`src/rtl/wb_mst_arbiter.sv`:
```
`default_nettype none
// ============================================================================
// Module      : wb_mst_arbiter
// Description : Arbitrates NM Wishbone masters onto one shared slave bus.
//               Round-robin or fixed-priority selection. The owner keeps the
//               bus while its cyc is high. A stalled-strobe watchdog can end
//               the cycle with a single-cycle bus error.
// Ports       : wb_clk_i  - clock, rising edge
//               rst_n     - synchronous active-low reset
//               m_*_i     - per-master cyc/stb/we/sel/adr/dat, slice k per master
//               m_ack_o   - per-master acknowledge (owner only)
//               m_err_o   - per-master timeout error (owner only)
//               m_dat_o   - slave read data broadcast to all masters
//               s_*_o     - shared slave request bus
//               s_ack_i   - slave acknowledge
//               s_dat_i   - slave read data
//               grant_o   - one-hot current owner, zero when idle
// Revision    : 1.0 - initial release
// ============================================================================
module wb_mst_arbiter #(
    parameter int NM        = 4,
    parameter int AW        = 32,
    parameter int DW        = 32,
    parameter int PRIO_MODE = 0,
    parameter int TIMEOUT   = 255
) (
    input  logic                 wb_clk_i,
    input  logic                 rst_n,
    input  logic [NM-1:0]        m_cyc_i,
    input  logic [NM-1:0]        m_stb_i,
    input  logic [NM-1:0]        m_we_i,
    input  logic [NM*DW/8-1:0]   m_sel_i,
    input  logic [NM*AW-1:0]     m_adr_i,
    input  logic [NM*DW-1:0]     m_dat_i,
    output logic [NM-1:0]        m_ack_o,
    output logic [NM-1:0]        m_err_o,
    output logic [DW-1:0]        m_dat_o,
    output logic                 s_cyc_o,
    output logic                 s_stb_o,
    output logic                 s_we_o,
    output logic [DW/8-1:0]      s_sel_o,
    output logic [AW-1:0]        s_adr_o,
    output logic [DW-1:0]        s_dat_o,
    input  logic                 s_ack_i,
    input  logic [DW-1:0]        s_dat_i,
    output logic [NM-1:0]        grant_o
);

    localparam int          c_SW      = DW / 8;
    localparam int          c_IW      = (NM > 1) ? $clog2(NM) : 1;
    localparam logic [15:0] c_TIMEOUT = 16'(TIMEOUT);

    localparam logic [1:0] c_IDLE = 2'd0;
    localparam logic [1:0] c_OWN  = 2'd1;
    localparam logic [1:0] c_ERR  = 2'd2;

    logic [1:0]      r_state;
    logic [NM-1:0]   r_grant;
    logic [c_IW-1:0] r_owner;
    logic [c_IW-1:0] r_rr_ptr;
    logic [15:0]     r_cnt;

    logic [c_IW:0]   w_cand;
    logic [c_IW-1:0] w_win;
    logic            w_found;

    logic            w_cyc;
    logic            w_stb;
    logic            w_we;
    logic [c_SW-1:0] w_sel;
    logic [AW-1:0]   w_adr;
    logic [DW-1:0]   w_dat;

    logic            w_own;
    logic [15:0]     w_cnt_inc;
    logic            w_timeout;

    // Winner search. Fixed mode scans from 0; round-robin scans from the
    // pointer with wrap. The candidate carries one extra bit so ptr+i
    // cannot overflow before the wrap subtraction.
    always_comb begin
        w_cand  = '0;
        w_win   = '0;
        w_found = 1'b0;
        for (int i = 0; i < NM; i++) begin
            if (PRIO_MODE != 0) begin
                w_cand = (c_IW+1)'(i);
            end else begin
                w_cand = {1'b0, r_rr_ptr} + (c_IW+1)'(i);
            end
            if (w_cand >= (c_IW+1)'(NM)) begin
                w_cand = w_cand - (c_IW+1)'(NM);
            end
            if (!w_found && m_cyc_i[w_cand[c_IW-1:0]]) begin
                w_found = 1'b1;
                w_win   = w_cand[c_IW-1:0];
            end
        end
    end

    // Owner slice mux.
    always_comb begin
        w_cyc = 1'b0;
        w_stb = 1'b0;
        w_we  = 1'b0;
        w_sel = '0;
        w_adr = '0;
        w_dat = '0;
        for (int k = 0; k < NM; k++) begin
            if (r_owner == c_IW'(k)) begin
                w_cyc = m_cyc_i[k];
                w_stb = m_stb_i[k];
                w_we  = m_we_i[k];
                w_sel = m_sel_i[k*c_SW +: c_SW];
                w_adr = m_adr_i[k*AW +: AW];
                w_dat = m_dat_i[k*DW +: DW];
            end
        end
    end

    // Reset gates the outputs immediately so an aborted transfer never
    // hands the former owner an ack or err.
    assign w_own = rst_n && (r_state == c_OWN);

    assign s_cyc_o = w_own & w_cyc;
    assign s_stb_o = w_own & w_stb;
    assign s_we_o  = w_own & w_we;
    assign s_sel_o = w_own ? w_sel : '0;
    assign s_adr_o = w_own ? w_adr : '0;
    assign s_dat_o = w_own ? w_dat : '0;

    assign m_ack_o = (w_own && s_ack_i) ? r_grant : '0;
    assign m_err_o = (rst_n && (r_state == c_ERR)) ? r_grant : '0;
    assign m_dat_o = s_dat_i;
    assign grant_o = r_grant;

    // An ack in the same cycle the count would hit the limit wins, because
    // the timeout only fires on a stalled (unacked) strobe.
    assign w_cnt_inc = r_cnt + 16'd1;
    assign w_timeout = (TIMEOUT != 0) && w_stb && !s_ack_i && (w_cnt_inc == c_TIMEOUT);

    always_ff @(posedge wb_clk_i) begin
        if (!rst_n) begin
            r_state  <= c_IDLE;
            r_grant  <= '0;
            r_owner  <= '0;
            r_rr_ptr <= '0;
            r_cnt    <= '0;
        end else begin
            case (r_state)
                c_IDLE: begin
                    r_cnt <= '0;
                    if (w_found) begin
                        r_state  <= c_OWN;
                        r_owner  <= w_win;
                        r_grant  <= {{(NM-1){1'b0}}, 1'b1} << w_win;
                        r_rr_ptr <= (w_win == c_IW'(NM-1)) ? '0 : w_win + 1'b1;
                    end
                end
                c_OWN: begin
                    if (!w_cyc) begin
                        r_state <= c_IDLE;
                        r_grant <= '0;
                        r_cnt   <= '0;
                    end else if (s_ack_i) begin
                        r_cnt <= '0;
                    end else if (w_stb) begin
                        r_cnt <= w_cnt_inc;
                        if (w_timeout) begin
                            r_state <= c_ERR;
                        end
                    end
                end
                c_ERR: begin
                    r_state <= c_IDLE;
                    r_grant <= '0;
                    r_cnt   <= '0;
                end
                default: begin
                    r_state <= c_IDLE;
                    r_grant <= '0;
                    r_cnt   <= '0;
                end
            endcase
        end
    end

endmodule
`default_nettype wire

```
`config.mk`:
```
export PLATFORM = sky130hd
export DESIGN_NAME = wb_mst_arbiter
export DESIGN_NICKNAME = d
export VERILOG_FILES = /design/src/rtl/wb_mst_arbiter.sv
export SDC_FILE = /design/constraint.sdc
export NUM_CORES = 1
export LEC_CHECK = 0
export CELL_PAD_IN_SITES_DETAIL_PLACEMENT = 0
export CELL_PAD_IN_SITES_GLOBAL_PLACEMENT = 1
export CORE_AREA = 5 5 163 165
export CTS_CLUSTER_DIAMETER = 100
export DETAILED_ROUTE_END_ITERATION = 12
export DIE_AREA = 0 0 168 170
export PLACE_DENSITY_LB_ADDON = 0.3
export SLEW_MARGIN = 20
export SYNTH_ARGS = -nofsm -noshare
export SYNTH_HDL_FRONTEND = slang
export SYNTH_SLANG_ARGS = --single-unit
```
`constraint.sdc`:
```
create_clock -name wb_clk_i -period 2.4 [get_ports wb_clk_i]
set_input_delay 0.36 -clock wb_clk_i [delete_from_list [all_inputs] [get_ports wb_clk_i]]
set_output_delay 0.36 -clock wb_clk_i [all_outputs]
set_load 0.02 [all_outputs]
```
---- Word level (Yosys, flattened, before mapping) ----
Index checks and enable logic that the tools add are counted.
operators by class
  add/sub/neg operators ................... 9
  order comparisons ....................... 8
  eq/ne operators ......................... 12
  shift-type cells ........................ 1
  multiplexer cells ....................... 59
  bitwise logic cells ..................... 6
  reduce and logical (&&, ||, !) cells .... 18
operator list
  operator                                                                       count
  32-bit 2-to-1 mux                                                              10
  4-bit 2-to-1 mux                                                               9
  2-bit 2-to-1 mux                                                               14
  1-bit 2-to-1 mux                                                               20
  16-bit by 1-bit adder with 16-bit output (second input constant)               1
  16-bit by 8-bit equality test with 1-bit output (second input constant)        1
  2-bit by 3-bit less-than comparator with 1-bit output (second input constant)  4
  3-bit >= comparator (second input constant)                                    3
  3-bit inequality test (second input constant)                                  3
  1-bit binary-select mux with 2-bit select                                      4
  2-bit equality test (second input constant)                                    4
  1-bit logical AND                                                              8
  4-bit case mux with 2 select lines                                             1
  2-bit by 1-bit subtractor with 2-bit output (second input constant)            4
  2-bit by 2-bit adder with 3-bit output (second input constant)                 2
  2-bit by 1-bit equality test with 1-bit output (second input constant)         2
  1-bit logical NOT                                                              4
  2-bit logical NOT                                                              2
  2-bit inequality test (second input constant)                                  2
  2-bit case mux with 2 select lines                                             1
  2-bit AND reduction                                                            2
  4-bit AND reduction                                                            1
  4-bit OR reduction                                                             1
  1-bit by 2-bit << shifter with 4-bit output (first input constant)             1
  other kinds (5)                                                                9
storage, ports and cells
  register bits ........................... 26
  bits of input ports ..................... 319
  output and inout bits ................... 115
  word-level logic and storage cells ...... 118

---- Longest topological paths before layout ----
  depth after elaboration ................. 17
  mapped depth ............................ 9

---- Worst setup path after synthesis ----
No wires, ideal clock.
  path type ............................... reg-to-output
  start ................................... register r_owner[0]
  end ..................................... output port s_adr_o[0]
  data arrival time ....................... 1.498 ns
  required time ........................... 2.040 ns
  slack ................................... 0.542 ns
  cell stages (with the launch flop) ...... 5
  buffers on the path ..................... 2
  cell sequence ........................... dfxtp_1 -> buf_2 -> buf_2 -> mux4_2 -> and2_1
on the way
  cells in the longest elaborated chain, start to end .. 6
  elaborated cells between the ends (all ways) .. 9
  classes of those cells .................. eq/ne (3); mux (5); reduce/logical (1)
ends and longest elaborated chain
  item                            line  text
  start, declared                 59    logic [c_IW-1:0] r_owner;
  start signal, assigned          155   r_owner <= w_win;
  2-bit logical NOT               110   if (r_owner == c_IW'(k)) begin
  32-bit 2-to-1 mux (3 in a row)  110
  32-bit 2-to-1 mux *             110
  32-bit 2-to-1 mux *             129   assign s_adr_o = w_own ? w_adr : '0;
  end, declared                   42    output logic [AW-1:0] s_adr_o,
Every way passes the cells marked *; elsewhere a longest branch is shown, timed or not.

---- Final worst setup path ----
  start ................................... register r_owner[0]
  end ..................................... output port s_dat_o[27]
on the way
  cells in the longest elaborated chain, start to end .. 6
  elaborated cells between the ends (all ways) .. 9
  classes of those cells .................. eq/ne (3); mux (5); reduce/logical (1)
ends and longest elaborated chain
  item                            line  text
  2-bit logical NOT               110
  32-bit 2-to-1 mux (3 in a row)  110
  32-bit 2-to-1 mux *             110
  32-bit 2-to-1 mux *             130   assign s_dat_o = w_own ? w_dat : '0;
  end, declared                   43    output logic [DW-1:0] s_dat_o,
Marked as above.

==> metrics.txt <==
status=complete, no violations; Max Fclk=427 MHz; clock period minus worst slack=2.34 ns; global placer's final weighted congestion=0.874; post-layout util=31.7%; grt ovf=0; RSZ-0062 raised after global routing=true; share of post-route cells with drive strength above 1=15.4%; # port buffers=369; top-area cell type share of the netlist area=40.8%; Critical Path RT=2.04 ns; Final #Nets=1033; vias=4350; Synth cell types=45; Clock Pin Slew Worst Setup and Hold Paths=0.06 ns; EDFF count, synth=0; critical path arrival=1.98 ns; die span in x=168 um; core area=0.0249 mm^2; initial antenna violation count=0; Max Cap Viol=0; post-synthesis register bit count=26; crit path max fanout=24; final wirelength=20200 um; Clock Latency Late Sink=0.25 ns; dpl hpwl=18100 um; Final Hold Viols=0; pin count of the biggest net entering global routing=43; die area=0.0286 mm^2; Routed Antenna Nets=0; register area share after synthesis=13.3%; area of the multi-input gates=0.00300 mm^2; maximum clock path buffer count=2; Final Max Slew Viols=0; die height=170 um; post-synthesis cell count=380; CTS tree=done; ys flop type=dfxtp_1; fin crit share=97.6%; synthesized area per cell=10.3 um^2; slew of the pin with the lowest slew margin=0.689 ns; Synth area leaders=mux4_2 41%, dfxtp_1 13%, and2_1 13%; async set-or-reset flop fraction in the synthesized netlist=0%; Setup Skew=0.00277 ns; syn nets=705; yosys warns=0; number of hold buffers added after cts=0; vias per cell=4.19; total power=2770 uW; Setup CP Type=register to output pin; Initial Utilization=15.7%; Sink Count=26; Setup Viol. Count Final=0; wire per inst=19.5 um; area of the mapped netlist=0.00392 mm^2; Yosys top cell by area=mux4_2; DRT iter0 DRCs=90; startpoint class of the critical path=register; row count=58; type of the tightest min-delay check=register to register; Lkg Pwr=0.00316 uW; fillers=2545; VDD IR max=0.261 mV; commonest non-fill, non-tap cell in the layout=clkdlybuf4s50_1; Inserted Clock Buffers=3; H-tree depth=1; commonest cells after routing, fill and taps aside=290 x clkdlybuf4s50_1, 80 x and2_1, 71 x mux4_2; vias in the first global route=5003; drt drc=0; DRT Pass-1 Iters=4; Boundary Pins=434; global-route wire length before repair=30200 um; Slew HR=53.8%; P per Cell Area=351 mW/mm^2; clk root buf=clkbuf_16; gr usage total=13.4%; Area Overhead vs Synth=101%; crit end category=output pin; flip-flop and latch area=528 um^2; # diodes=0
[final cells by class]
class                      instances  share of cell area [%]
inverter                           7                   0.333
timing repair buffer             387                    48.6
clock buffer                       3                   0.953
tap                              330                    5.24
clock inverter                     1                  0.0476
sequential                        26                    6.70
multi-input combinational        283                    38.1
[registers in the layout (all words and copies together) (netlist names)]
register / cells
r_cnt: 16
grant_o: 4
r_owner: 2
r_rr_ptr: 2
r_state: 2
[final timing paths]
path         depth (start not counted)          end       start  slack, ns
max reg2reg                          8    r_cnt[12]  r_owner[0]       0.23
min reg2reg                          2     r_cnt[1]    r_cnt[1]       0.55
max                                  4  s_dat_o[27]  r_owner[0]       0.06
min                                  2     r_cnt[1]    r_cnt[1]       0.55
[repair_timing]
action | in CTS | in global routing
buffers inserted | 0 | 0
endpoints found under the setup margin | 76 | 32
gates resized for setup | 71 | 5
[cell usage after synthesis, drive strengths merged, types with 2 or more instances]
cell / n
o21ai: 3
ha: 6
a21oi: 3
buf: 47
xor2: 14
nor4b: 2
inv: 7
dfxtp: 26
or2: 2
a22oi: 4
and4: 2
nor3b: 5
nor2: 24
and3: 8
clkbuf: 17
nor2b: 8
and2: 80
xnor2: 5
nand4: 6
mux4: 71
nand2: 15
mux2i: 3
nand3: 7
[metal layers]
layer	vias up	part of all wire [%]	GRT usage [%]
met1	2071	39	16.0
met3	26	8.2	3.55
met4	0	2.2	2.58
li1	2027	-	-
met5	-	0	0
met2	226	51	24.5
[worst max-delay path, stage by stage, from the launching register on]
cell           delay [ns]
dfxtp_4              0.42
buf_12               0.23
mux4_2               0.56
and2_1               0.18
dlygate4sd2_1        0.31
[power breakdown]
group          switching, uW  total [uW]  internal [uW]
Sequential              60.1         521            461
Combinational            731        1880           1150
Clock                    146         369            223
Total                    938        2770           1830
[metrics by stage]
stage / cell area, um^2 / worst slack, ns / setup TNS, ns / hold slack [ns] / cells
floorplan: 3920 / 0.542 / 0 / 0.515 / 380
global placement: 7860 / -0.208 / -5.53 / 0.531 / 1033
detailed placement: 7860 / -0.228 / -6.35 / 0.539 / 1033
CTS: 7870 / -0.0964 / -0.0964 / 0.548 / 1037
global route: 7880 / -0.0366 / -0.394 / 0.594 / 1037
finish: 7880 / 0.0584 / 0 / 0.552 / 1037
[kinds of logic after synthesis]
logic type / after synthesis / share of synthesized area, %
adders and majority gates: 6 / 1.92
and+or+nand+nor: 165 / 24.9
muxes: 74 / 41.6
buffers and inverters: 71 / 10.4
DFF: 26 / 13.3
AOI/OAI and AO/OA: 19 / 3.61
xor gates and xnor gates: 19 / 4.25
Note: power is estimated with default switching activity, not from simulation.
